==> config.mk <==
export PLATFORM = sky130hd
export DESIGN_NAME = cmul_sequencer_flat
export DESIGN_NICKNAME = d
export VERILOG_FILES = /design/src/rtl/cmul_sequencer_if.sv /design/src/rtl/cmul_sequencer.sv /design/src/flat_wrapper.sv
export SDC_FILE = /design/constraint.sdc
export NUM_CORES = 1
export LEC_CHECK = 0
export ABC_AREA = 0
export ABC_CLOCK_PERIOD_IN_PS = 6630
export CAP_MARGIN = 15
export CELL_PAD_IN_SITES_DETAIL_PLACEMENT = 0
export CELL_PAD_IN_SITES_GLOBAL_PLACEMENT = 1
export CORE_ASPECT_RATIO = 1.75
export CORE_MARGIN = 8
export CORE_UTILIZATION = 43
export DETAILED_ROUTE_END_ITERATION = 16
export GPL_ROUTABILITY_DRIVEN = 0
export PLACE_DENSITY_LB_ADDON = 0.1
export SYNTH_ARGS = -nofsm -noshare
export SYNTH_HDL_FRONTEND = slang
export SYNTH_SLANG_ARGS = --single-unit
==> constraint.sdc <==
create_clock -name clk -period 6.63 [get_ports clk]
set_input_delay 1.989 -clock clk [delete_from_list [all_inputs] [get_ports clk]]
set_output_delay 1.989 -clock clk [all_outputs]
set_load 0.02 [all_outputs]
==> src/rtl/cmul_sequencer_if.sv <==
// Port bundle for the complex-multiply sequencer: the sample/twiddle input
// handshake, the serial multiplier link and the result handshake.
//
// Handshake rules: a transfer happens on a rising edge where valid && ready
// are both high. A producer holds valid and its payload stable until that
// edge. A consumer may raise or drop ready freely. mul_start and mul_done
// are single-cycle strobes with no ready; mul_p is meaningful only while
// mul_done is high.
interface cmul_sequencer_if;
  // sample/twiddle input side
  logic                in_valid;
  logic                in_ready;
  logic signed [7:0]   a_re;
  logic signed [7:0]   a_im;
  logic signed [8:0]   w_re;
  logic signed [8:0]   w_im;
  // serial multiplier side
  logic                mul_start;
  logic signed [7:0]   mul_a;
  logic signed [8:0]   mul_b;
  logic                mul_done;
  logic signed [16:0]  mul_p;
  // result side
  logic                out_valid;
  logic                out_ready;
  logic signed [8:0]   y_re;
  logic signed [8:0]   y_im;

  // sequencer view
  modport master (
    input  in_valid, a_re, a_im, w_re, w_im, mul_done, mul_p, out_ready,
    output in_ready, mul_start, mul_a, mul_b, out_valid, y_re, y_im
  );

  // environment view (upstream source, multiplier, downstream sink)
  modport slave (
    output in_valid, a_re, a_im, w_re, w_im, mul_done, mul_p, out_ready,
    input  in_ready, mul_start, mul_a, mul_b, out_valid, y_re, y_im
  );
endinterface

==> src/rtl/cmul_sequencer.sv <==
// Complex-multiply sequencer. Computes y = a * w on a shared serial
// multiplier as four real partial products, then rounds (half toward +inf)
// and saturates each component to OUT_W bits.
//
// Product order: k0 a_re*w_re (+re), k1 a_im*w_im (-re),
//                k2 a_re*w_im (+im), k3 a_im*w_re (+im).
module cmul_sequencer #(
  parameter int ACC_W = 18,
  parameter int OUT_W = 9,
  parameter int FRAC  = 7
) (
  input  logic                 clk,
  input  logic                 reset_n,
  cmul_sequencer_if.master     bus,
  output logic [1:0]           dbg_state
);

  typedef enum logic [1:0] {
    IDLE  = 2'd0,
    ISSUE = 2'd1,
    WAIT  = 2'd2,
    OUT   = 2'd3
  } state_t;

  localparam int HALF_I = 1 << (FRAC - 1);
  localparam int MAX_I  = (1 << (OUT_W - 1)) - 1;
  localparam int MIN_I  = -(1 << (OUT_W - 1));
  localparam logic signed [ACC_W:0] HALF  = HALF_I[ACC_W:0];
  localparam logic signed [ACC_W:0] MAX_Y = MAX_I[ACC_W:0];
  localparam logic signed [ACC_W:0] MIN_Y = MIN_I[ACC_W:0];

  state_t                    state_q, state_d;
  logic [1:0]                k_q, k_d;
  logic signed [7:0]         a_re_q, a_re_d, a_im_q, a_im_d;
  logic signed [8:0]         w_re_q, w_re_d, w_im_q, w_im_d;
  logic signed [ACC_W-1:0]   acc_re_q, acc_re_d, acc_im_q, acc_im_d;
  logic signed [7:0]         mul_a_q, mul_a_d;
  logic signed [8:0]         mul_b_q, mul_b_d;
  logic signed [OUT_W-1:0]   y_re_q, y_re_d, y_im_q, y_im_d;
  logic                      in_ready_q, in_ready_d;
  logic signed [ACC_W-1:0]   p_ext;

  // Round half toward +inf, arithmetic shift, clamp to the OUT_W range.
  function automatic logic signed [OUT_W-1:0] round_sat(input logic signed [ACC_W-1:0] acc);
    logic signed [ACC_W:0] biased;
    logic signed [ACC_W:0] shifted;
    biased  = {acc[ACC_W-1], acc} + HALF;
    shifted = biased >>> FRAC;
    if (shifted > MAX_Y) begin
      shifted = MAX_Y;
    end else if (shifted < MIN_Y) begin
      shifted = MIN_Y;
    end
    return shifted[OUT_W-1:0];
  endfunction

  // State, operand, accumulator and result registers.
  always_ff @(posedge clk or negedge reset_n) begin
    if (!reset_n) begin
      state_q    <= IDLE;
      k_q        <= 2'd0;
      a_re_q     <= '0;
      a_im_q     <= '0;
      w_re_q     <= '0;
      w_im_q     <= '0;
      acc_re_q   <= '0;
      acc_im_q   <= '0;
      mul_a_q    <= '0;
      mul_b_q    <= '0;
      y_re_q     <= '0;
      y_im_q     <= '0;
      in_ready_q <= 1'b0;
    end else begin
      state_q    <= state_d;
      k_q        <= k_d;
      a_re_q     <= a_re_d;
      a_im_q     <= a_im_d;
      w_re_q     <= w_re_d;
      w_im_q     <= w_im_d;
      acc_re_q   <= acc_re_d;
      acc_im_q   <= acc_im_d;
      mul_a_q    <= mul_a_d;
      mul_b_q    <= mul_b_d;
      y_re_q     <= y_re_d;
      y_im_q     <= y_im_d;
      in_ready_q <= in_ready_d;
    end
  end

  // Next-state, operand sequencing, accumulation and result capture.
  always_comb begin
    state_d  = state_q;
    k_d      = k_q;
    a_re_d   = a_re_q;
    a_im_d   = a_im_q;
    w_re_d   = w_re_q;
    w_im_d   = w_im_q;
    acc_re_d = acc_re_q;
    acc_im_d = acc_im_q;
    mul_a_d  = mul_a_q;
    mul_b_d  = mul_b_q;
    y_re_d   = y_re_q;
    y_im_d   = y_im_q;
    p_ext    = {{(ACC_W-17){bus.mul_p[16]}}, bus.mul_p};

    case (state_q)
      IDLE: begin
        // in_ready_q gates acceptance so the first cycle after reset is closed.
        if (bus.in_valid && in_ready_q) begin
          a_re_d   = bus.a_re;
          a_im_d   = bus.a_im;
          w_re_d   = bus.w_re;
          w_im_d   = bus.w_im;
          acc_re_d = '0;
          acc_im_d = '0;
          k_d      = 2'd0;
          mul_a_d  = bus.a_re;
          mul_b_d  = bus.w_re;
          state_d  = ISSUE;
        end
      end
      ISSUE: begin
        state_d = WAIT;
      end
      WAIT: begin
        if (bus.mul_done) begin
          case (k_q)
            2'd0:    acc_re_d = acc_re_q + p_ext;
            2'd1:    acc_re_d = acc_re_q - p_ext;
            default: acc_im_d = acc_im_q + p_ext;
          endcase
          if (k_q != 2'd3) begin
            k_d     = k_q + 2'd1;
            state_d = ISSUE;
            // Load operands for the next product so they are stable at its strobe.
            case (k_q)
              2'd0: begin
                mul_a_d = a_im_q;
                mul_b_d = w_im_q;
              end
              2'd1: begin
                mul_a_d = a_re_q;
                mul_b_d = w_im_q;
              end
              default: begin
                mul_a_d = a_im_q;
                mul_b_d = w_re_q;
              end
            endcase
          end else begin
            y_re_d  = round_sat(acc_re_d);
            y_im_d  = round_sat(acc_im_d);
            state_d = OUT;
          end
        end
      end
      OUT: begin
        if (bus.out_ready) begin
          state_d = IDLE;
        end
      end
      default: begin
        state_d = IDLE;
      end
    endcase

    in_ready_d = (state_d == IDLE);
  end

  assign bus.in_ready  = in_ready_q;
  assign bus.mul_start = (state_q == ISSUE);
  assign bus.mul_a     = mul_a_q;
  assign bus.mul_b     = mul_b_q;
  assign bus.out_valid = (state_q == OUT);
  assign bus.y_re      = y_re_q;
  assign bus.y_im      = y_im_q;
  assign dbg_state     = state_q;

endmodule

==> src/flat_wrapper.sv <==
// flat-port wrapper written by rule: the top's interface ports become plain ports
module cmul_sequencer_flat 
#(
  parameter int ACC_W = 18,
  parameter int OUT_W = 9,
  parameter int FRAC  = 7
)
  (clk, reset_n, dbg_state, bus_in_valid, bus_a_re, bus_a_im, bus_w_re, bus_w_im, bus_mul_done, bus_mul_p, bus_out_ready, bus_in_ready, bus_mul_start, bus_mul_a, bus_mul_b, bus_out_valid, bus_y_re, bus_y_im);
  cmul_sequencer_if bus_i ();
  input  logic clk;
  input  logic reset_n;
  output logic [1:0] dbg_state;
  input wire logic [$bits(bus_i.in_valid)-1:0] bus_in_valid;
  input wire logic [$bits(bus_i.a_re)-1:0] bus_a_re;
  input wire logic [$bits(bus_i.a_im)-1:0] bus_a_im;
  input wire logic [$bits(bus_i.w_re)-1:0] bus_w_re;
  input wire logic [$bits(bus_i.w_im)-1:0] bus_w_im;
  input wire logic [$bits(bus_i.mul_done)-1:0] bus_mul_done;
  input wire logic [$bits(bus_i.mul_p)-1:0] bus_mul_p;
  input wire logic [$bits(bus_i.out_ready)-1:0] bus_out_ready;
  output wire logic [$bits(bus_i.in_ready)-1:0] bus_in_ready;
  output wire logic [$bits(bus_i.mul_start)-1:0] bus_mul_start;
  output wire logic [$bits(bus_i.mul_a)-1:0] bus_mul_a;
  output wire logic [$bits(bus_i.mul_b)-1:0] bus_mul_b;
  output wire logic [$bits(bus_i.out_valid)-1:0] bus_out_valid;
  output wire logic [$bits(bus_i.y_re)-1:0] bus_y_re;
  output wire logic [$bits(bus_i.y_im)-1:0] bus_y_im;
  assign bus_i.in_valid = bus_in_valid;
  assign bus_i.a_re = bus_a_re;
  assign bus_i.a_im = bus_a_im;
  assign bus_i.w_re = bus_w_re;
  assign bus_i.w_im = bus_w_im;
  assign bus_i.mul_done = bus_mul_done;
  assign bus_i.mul_p = bus_mul_p;
  assign bus_i.out_ready = bus_out_ready;
  assign bus_in_ready = bus_i.in_ready;
  assign bus_mul_start = bus_i.mul_start;
  assign bus_mul_a = bus_i.mul_a;
  assign bus_mul_b = bus_i.mul_b;
  assign bus_out_valid = bus_i.out_valid;
  assign bus_y_re = bus_i.y_re;
  assign bus_y_im = bus_i.y_im;
  cmul_sequencer #(.ACC_W(ACC_W), .OUT_W(OUT_W), .FRAC(FRAC)) u_core (.clk(clk), .reset_n(reset_n), .bus(bus_i), .dbg_state(dbg_state));
endmodule
# After elaboration in Yosys (flattened, before gate mapping)
# Cells that the tools add are included.
[op_classes]
add_sub_neg = 6
magnitude_cmp = 4
n_eq_ne = 8
n_mux = 34
bitwise = 1
reduce_logical = 10
[ops]
columns = ["op", "n"]
rows = [
  ["$mux W18", 8],
  ["$pmux W18 S2", 3],
  ["$mux W9", 8],
  ["$add A18 B8 Y19 const B", 2],
  ["$add A18 B17 Y18", 2],
  ["$mux W8", 4],
  ["$gt A12 B9 Y1 const B", 2],
  ["$lt A12 B9 Y1 const B", 2],
  ["$pmux W9 S2", 1],
  ["$sub A18 B17 Y18", 1],
  ["$pmux W8 S2", 1],
  ["$mux W2", 7],
  ["$pmux W2 S4", 1],
  ["$logic_not A2 Y1", 3],
  ["$reduce_and A3 Y1", 2],
  ["$eq A2 B1 Y1 const B", 2],
  ["$eq A2 B2 Y1 const B", 2],
  ["$ne A2 B1 Y1 const B", 2],
  ["$ne A2 B2 Y1 const B", 2],
  ["$pmux W2 S2", 1],
  ["$reduce_and A4 Y1", 1],
  ["$add A2 B1 Y2 const B", 1],
  ["$reduce_and A2 Y1", 1],
  ["$reduce_bool A2 Y1", 1],
  ["other kinds (3)", 3],
]
[totals]
regBits = 110
out_inout_bits = 40

# Longest topological paths before layout
[depth]
depth_word = 9
ltp_mapped = 21

# Worst setup path before layout
# No wires, ideal clock.
[synth_path]
path_type = "input port to flip-flop"
from = "in bus_mul_p[6]"
to = "reg u_core.y_re_q[0], in the netlist u_core.bus.y_re[0]"
arrival_ns = 5.930
path_slack_ns = 0.613
cell_stages = 17
path_buffers = 0
path_cell_list = "or4_4 > or3_4 > nor2_1 > a21oi_1 > xnor2_1 > ha_1 > a21oi_1 > mux2_2 > a31o_2 > a211oi_1 > a32oi_2 > or4b_4 > nor2_2 > and3_1 > a21o_1 > a21oi_4 > a211oi_2"
[synth_between]
elab_chain_len = 8
elab_cells_between_ends = 10
cone_classes = "add/sub: 3; order compare: 2; mux: 5"
[synth_lines]
columns = ["item", "line_no", "text"]
rows = [
  ["start, declared", "flat_wrapper.sv:19", "input wire logic [$bits(bus_i.mul_p)-1:0] bus_mul_p;"],
  ["$sub A18 B17 Y18 / $add A18 B17 Y18 (equally long branches)", "cmul_sequencer.sv:129, cmul_sequencer.sv:128", ""],
  ["$pmux W18 S2 (*)", "cmul_sequencer.sv:127", "case (k_q)"],
  ["$mux W18 (*)", "cmul_sequencer.sv:126", "if (bus.mul_done) begin"],
  ["$mux W18 (*)", "cmul_sequencer.sv:106", "case (state_q)"],
  ["$add A18 B8 Y19 (*)", "cmul_sequencer.sv:47", "biased = {acc[ACC_W-1], acc} + HALF;"],
  ["$lt A12 B9 Y1", "cmul_sequencer.sv:51", "end else if (shifted < MIN_Y) begin"],
  ["$mux W9", "cmul_sequencer.sv:51", ""],
  ["$mux W9 (*)", "cmul_sequencer.sv:49", "if (shifted > MAX_Y) begin"],
  ["end signal, assigned", "cmul_sequencer.sv:84", "y_re_q <= y_re_d;"],
  ["end, declared", "cmul_sequencer.sv:39", "logic signed [OUT_W-1:0] y_re_q, y_re_d, y_im_q, y_im_d;"],
]
# Mark *: on every way between the ends. The rest lies on a longest branch, timed or not. The select of a mux whose other input is x is not followed.
# A chain may end at the register's enable or synchronous reset.

# Worst setup path after layout
# Same ends and word-level chain as after synthesis.

==> metrics.md <==
| Metric | Value |
|---|---|
| Final setup fails | 0 |
| Iteration-0 DRC Markers | 343 |
| DP Worst Slack | -0.156 ns |
| Die width | 116 µm |
| Root Driver | clkbuf_16 |
| Initial antenna violation count | 0 |
| Final Skew | 0.0142 ns |
| Status | finished clean |
| P&R area growth vs syn | 21.8% |
| Synthesized area per cell | 8.92 µm² |
| Hold Vio Cnt, Final | 0 |
| Cell Area, Synth | 7560 µm² |
| Reg2reg start | u_core.k_q[1]$_DFFE_PN0P_ |
| Worst slew pin tran | 1.08 ns |
| CP cell instances | clkdlybuf4s50_1, or4_4, or3_4, nor2_1, a21oi_1, xnor2_1, ha_1, a21oi_1, mux2_2, a31o_2, a211oi_1, a32oi_2, or4b_4, nor2_2, and3_1, a21o_1, a21oi_4, a211oi_2 |
| Rel. slew slack | 0.280 |
| Final Max Slew Viols | 0 |
| Core ar. | 17,400 µm² |
| Post-layout net count | 1,047 |
| Cell Rows | 64 |
| Vias after detailed routing | 6,799 |
| Ant diodes | 0 |
| Total Routing Usage GR | 0.208 |
| Clock latency at the later pin of the worst-skew pair | 0.36 ns |
| CP endpoint | u_core.bus.y_re[0]$_DFFE_PN0P_ |
| EDFF count, synth | 0 |
| H-tree lvl count | 3 |
| Min cycle time layout | 6.41 ns |
| FF-to-FF End | u_core.bus.y_im[6]$_DFFE_PN0P_ |
| Routed vias/inst | 5.74 |
| Routed WL | 21.9 mm |
| WS Path Type | primary input to register |
| WL/cell | 18.5 µm |
| Clock Pin Slew Worst Setup and Hold Paths | 0.08 ns |
| Post-Syn Nets | 946 |
| Type of origin of the critical path | primary input |
| Remaining global-route overflow | 0 |
| LEAKAGE | 3.94 nW |
| Port buffer count | 95 |
| CP top delay family | simple AND/OR/NAND/NOR gates |
| I/O pin cnt | 96 |
| Ys flop type | dfrtp_1 |
| Post-synthesis sequential area ratio | 0.364 |
| Starting Density | 0.435 |
| Crit-path most repeated cell | a21oi_1 |
| Yosys reg bits | 110 |
| Vias in the first global route | 7,171 |
| Hold depth | 2 |
| Clock sink count | 110 |
| TritonCTS Buffers | 9 |
| CP peak stage delay | 0.61 ns |
| DR pass1 iterations | 5 |
| Post-CTS Repair Setup Buffers | 0 |
| Post-placement cell count | 1,169 |
| WP data required | 6.91 ns |
| Worst R2R Path Depth | 15 |
| R2R Setup Slk | 2.00 ns |
| Final TNS setup | 0 ns |
| Final Cell Area | 9210 µm² |
| DIE AREA | 22,300 µm² |
| Cell Area, Placed | 8900 µm² |
| Share of layout cells above drive strength 1 | 0.123 |
| Pin count of the biggest net entering global routing | 80 |
| Worst-case clock buffer depth | 2 |
| Tightest Hold Check Type | register to register |
| Worst setup startpoint | bus_mul_p[6] |
| Netlist cell types | 79 |
| Power Density | 519 nW/µm² |
| RSZ-0062 raised after global routing | false |
| CP max FO | 8 |
| Max_cap viols | 0 |
| CTS tree | built |
| Yosys Warn Count | 0 |
| Crit share post-route | 0.966 |
| Final Non-Filler Cells | 1,184 |
| CP Capture Type | register |
| Cell depth of the worst setup path | 18 |
| Maximum vdd drop | 0.205 mV |
| Bufs and invs on worst path | 1 |
| Async SR Flop Fraction | 1.00 |
| First-pass GRT wire length | 36.3 mm |
| Die Y-Extent | 191 µm |
| Detail Placement HPWL | 16.7 mm |
| Setup ws final | 0.223 ns |
| # DRC | 0 |
| Worst path arrival time | 6.69 ns |
| Crit-path slowest cell | or4b_4 |
| Antenna-violating nets left | 0 |
| Syn Inst Count | 848 |
| Fmax | 156 MHz |
==> through the flow <==
stage | power [W] | util | hold slack (ns)
floorplan | 0.00319 | - | 0.450
global placement | 0.00415 | 0.512 | 0.466
detailed placement | 0.00423 | 0.512 | 0.476
CTS | 0.00480 | 0.529 | 0.494
global route | 0.00517 | 0.530 | 0.518
finish | 0.00478 | 0.530 | 0.489
==> where the power goes <==
group	switching, W	leakage [nW]	internal (W)	total, W
combinational	0.00179	2.39	0.00130	0.00309
sequential	0.000194	1.41	0.000944	0.00114
clock	0.000274	0.145	0.000280	0.000555
total	0.00226	3.94	0.00252	0.00478
==> worst reg2reg max path, stage by stage (launching register included) <==
cell	delay (ns)
dfrtp_1	0.40
inv_1	0.08
ha_1	0.53
buf_4	0.42
or2_2	0.58
buf_4	0.39
nor3b_1	0.12
a21oi_1	0.13
o21ai_0	0.13
o31ai_1	0.49
nor3_1	0.19
and2_1	0.25
o21ai_0	0.14
nor4b_2	0.35
nor2_1	0.18
a21oi_1	0.18
==> cells in the final DEF (no fill, tap or decap), types with 9 or more instances in the layout <==
master           instances
and3_1                   9
o21ai_0                 66
clkbuf_16                9
a22o_1                  11
mux2_2                  36
clkdlybuf4s50_1         94
nor3b_1                 11
ha_1                    40
xor2_1                  11
nor3_1                  12
nand3_1                 11
a21oi_1                 90
a31oi_1                 13
inv_1                   18
a21o_1                  17
a211oi_1                 9
and2_1                  11
nor2_1                  60
buf_4                   34
o31ai_1                 11
nand2_1                105
mux2i_1                 15
xnor2_1                 29
dfrtp_1                110
==> logic make-up after synthesis <==
kind of cell | count (synthesis) | share of synthesized area
adders and majority gates | 42 | 0.0715
buffers and inverters | 56 | 0.0288
muxes | 52 | 0.0753
xor gates and xnor gates | 40 | 0.0463
AOI/OAI and AO/OA | 274 | 0.229
and+or+nand+nor | 274 | 0.185
DFF | 110 | 0.364
==> repair_timing <==
item	in CTS	in global routing
gates resized for setup	0	3
setup endpoints to repair	0	8
hold buffers	0	0
==> routing by layer <==
| layer | up-vias | GRT usage | part of all wire |
|---|---|---|---|
| met5 | - | 0 | 0 |
| met4 | 0 | 0.118 | 0.044 |
| met3 | 47 | 0.0234 | 0.030 |
| met2 | 164 | 0.389 | 0.54 |
| met1 | 3303 | 0.216 | 0.38 |
| li1 | 3285 | - | - |
==> cells in the mapped netlist, drive strengths merged, types with 3 or more instances <==
library cell	n	area share
dfrtp	110	0.36
nand2b	7	0.0061
or4	4	0.0055
inv	18	0.0089
a22o	11	0.013
nand4	3	0.0025
and2	12	0.0099
a31oi	13	0.011
and3	9	0.0074
nand2	106	0.053
xnor2	29	0.034
xor2	11	0.013
buf	11	0.0065
clkbuf	27	0.013
mux2i	16	0.022
o2111ai	4	0.0046
a21o	17	0.017
nor3	14	0.011
a31o	4	0.0046
o211ai	5	0.0050
nor4b	3	0.0063
a32oi	3	0.0045
a221oi	3	0.0043
or3	8	0.0073
a21boi	5	0.0050
ha	40	0.066
o31ai	11	0.011
nor2b	8	0.0066
nor2	62	0.031
a211oi	10	0.011
o21ai	69	0.046
nand3	12	0.0086
nand3b	4	0.0040
a21oi	93	0.064
a32o	3	0.0040
nor3b	11	0.011
o21a	6	0.0060
mux2	36	0.054
==> area by class of cell <==
type	count	area, µm²
fillers	1658	8170
multi-input cells	682	4610
flip-flops and latches	110	2750
repair buffers	128	1200
well taps	231	289
clock buffers	11	253
inverters	18	67.6
clock inverters	4	42.5
==> worst min path at each step <==
stage                                               start                         endpoint  slack, ns
final                     u_core.bus.mul_a[1]$_DFFE_PN0P_  u_core.bus.mul_a[1]$_DFFE_PN0P_       0.49
after global routing       u_core.acc_re_q[0]$_DFFE_PN0P_   u_core.acc_re_q[0]$_DFFE_PN0P_       0.52
after CTS                  u_core.acc_re_q[0]$_DFFE_PN0P_   u_core.acc_re_q[0]$_DFFE_PN0P_       0.49
after detailed placement   u_core.acc_re_q[0]$_DFFE_PN0P_   u_core.acc_re_q[0]$_DFFE_PN0P_       0.48
after global placement    u_core.bus.mul_b[3]$_DFFE_PN0P_  u_core.bus.mul_b[3]$_DFFE_PN0P_       0.47
after floorplan            u_core.acc_re_q[0]$_DFFE_PN0P_   u_core.acc_re_q[0]$_DFFE_PN0P_       0.45
==> registers in the layout, summed over array words and instances, names as in the netlist <==
name,cells
u_core.acc_im_q,18
u_core.a_im_q,8
u_core.a_re_q,8
u_core.acc_re_q,18
u_core.bus.in_ready,1
u_core.dbg_state,2
u_core.k_q,2
u_core.bus.y_re,9
u_core.bus.mul_b,9
u_core.w_im_q,9
u_core.bus.y_im,9
u_core.bus.mul_a,8
u_core.w_re_q,9
(Power assumes the default switching activity.)
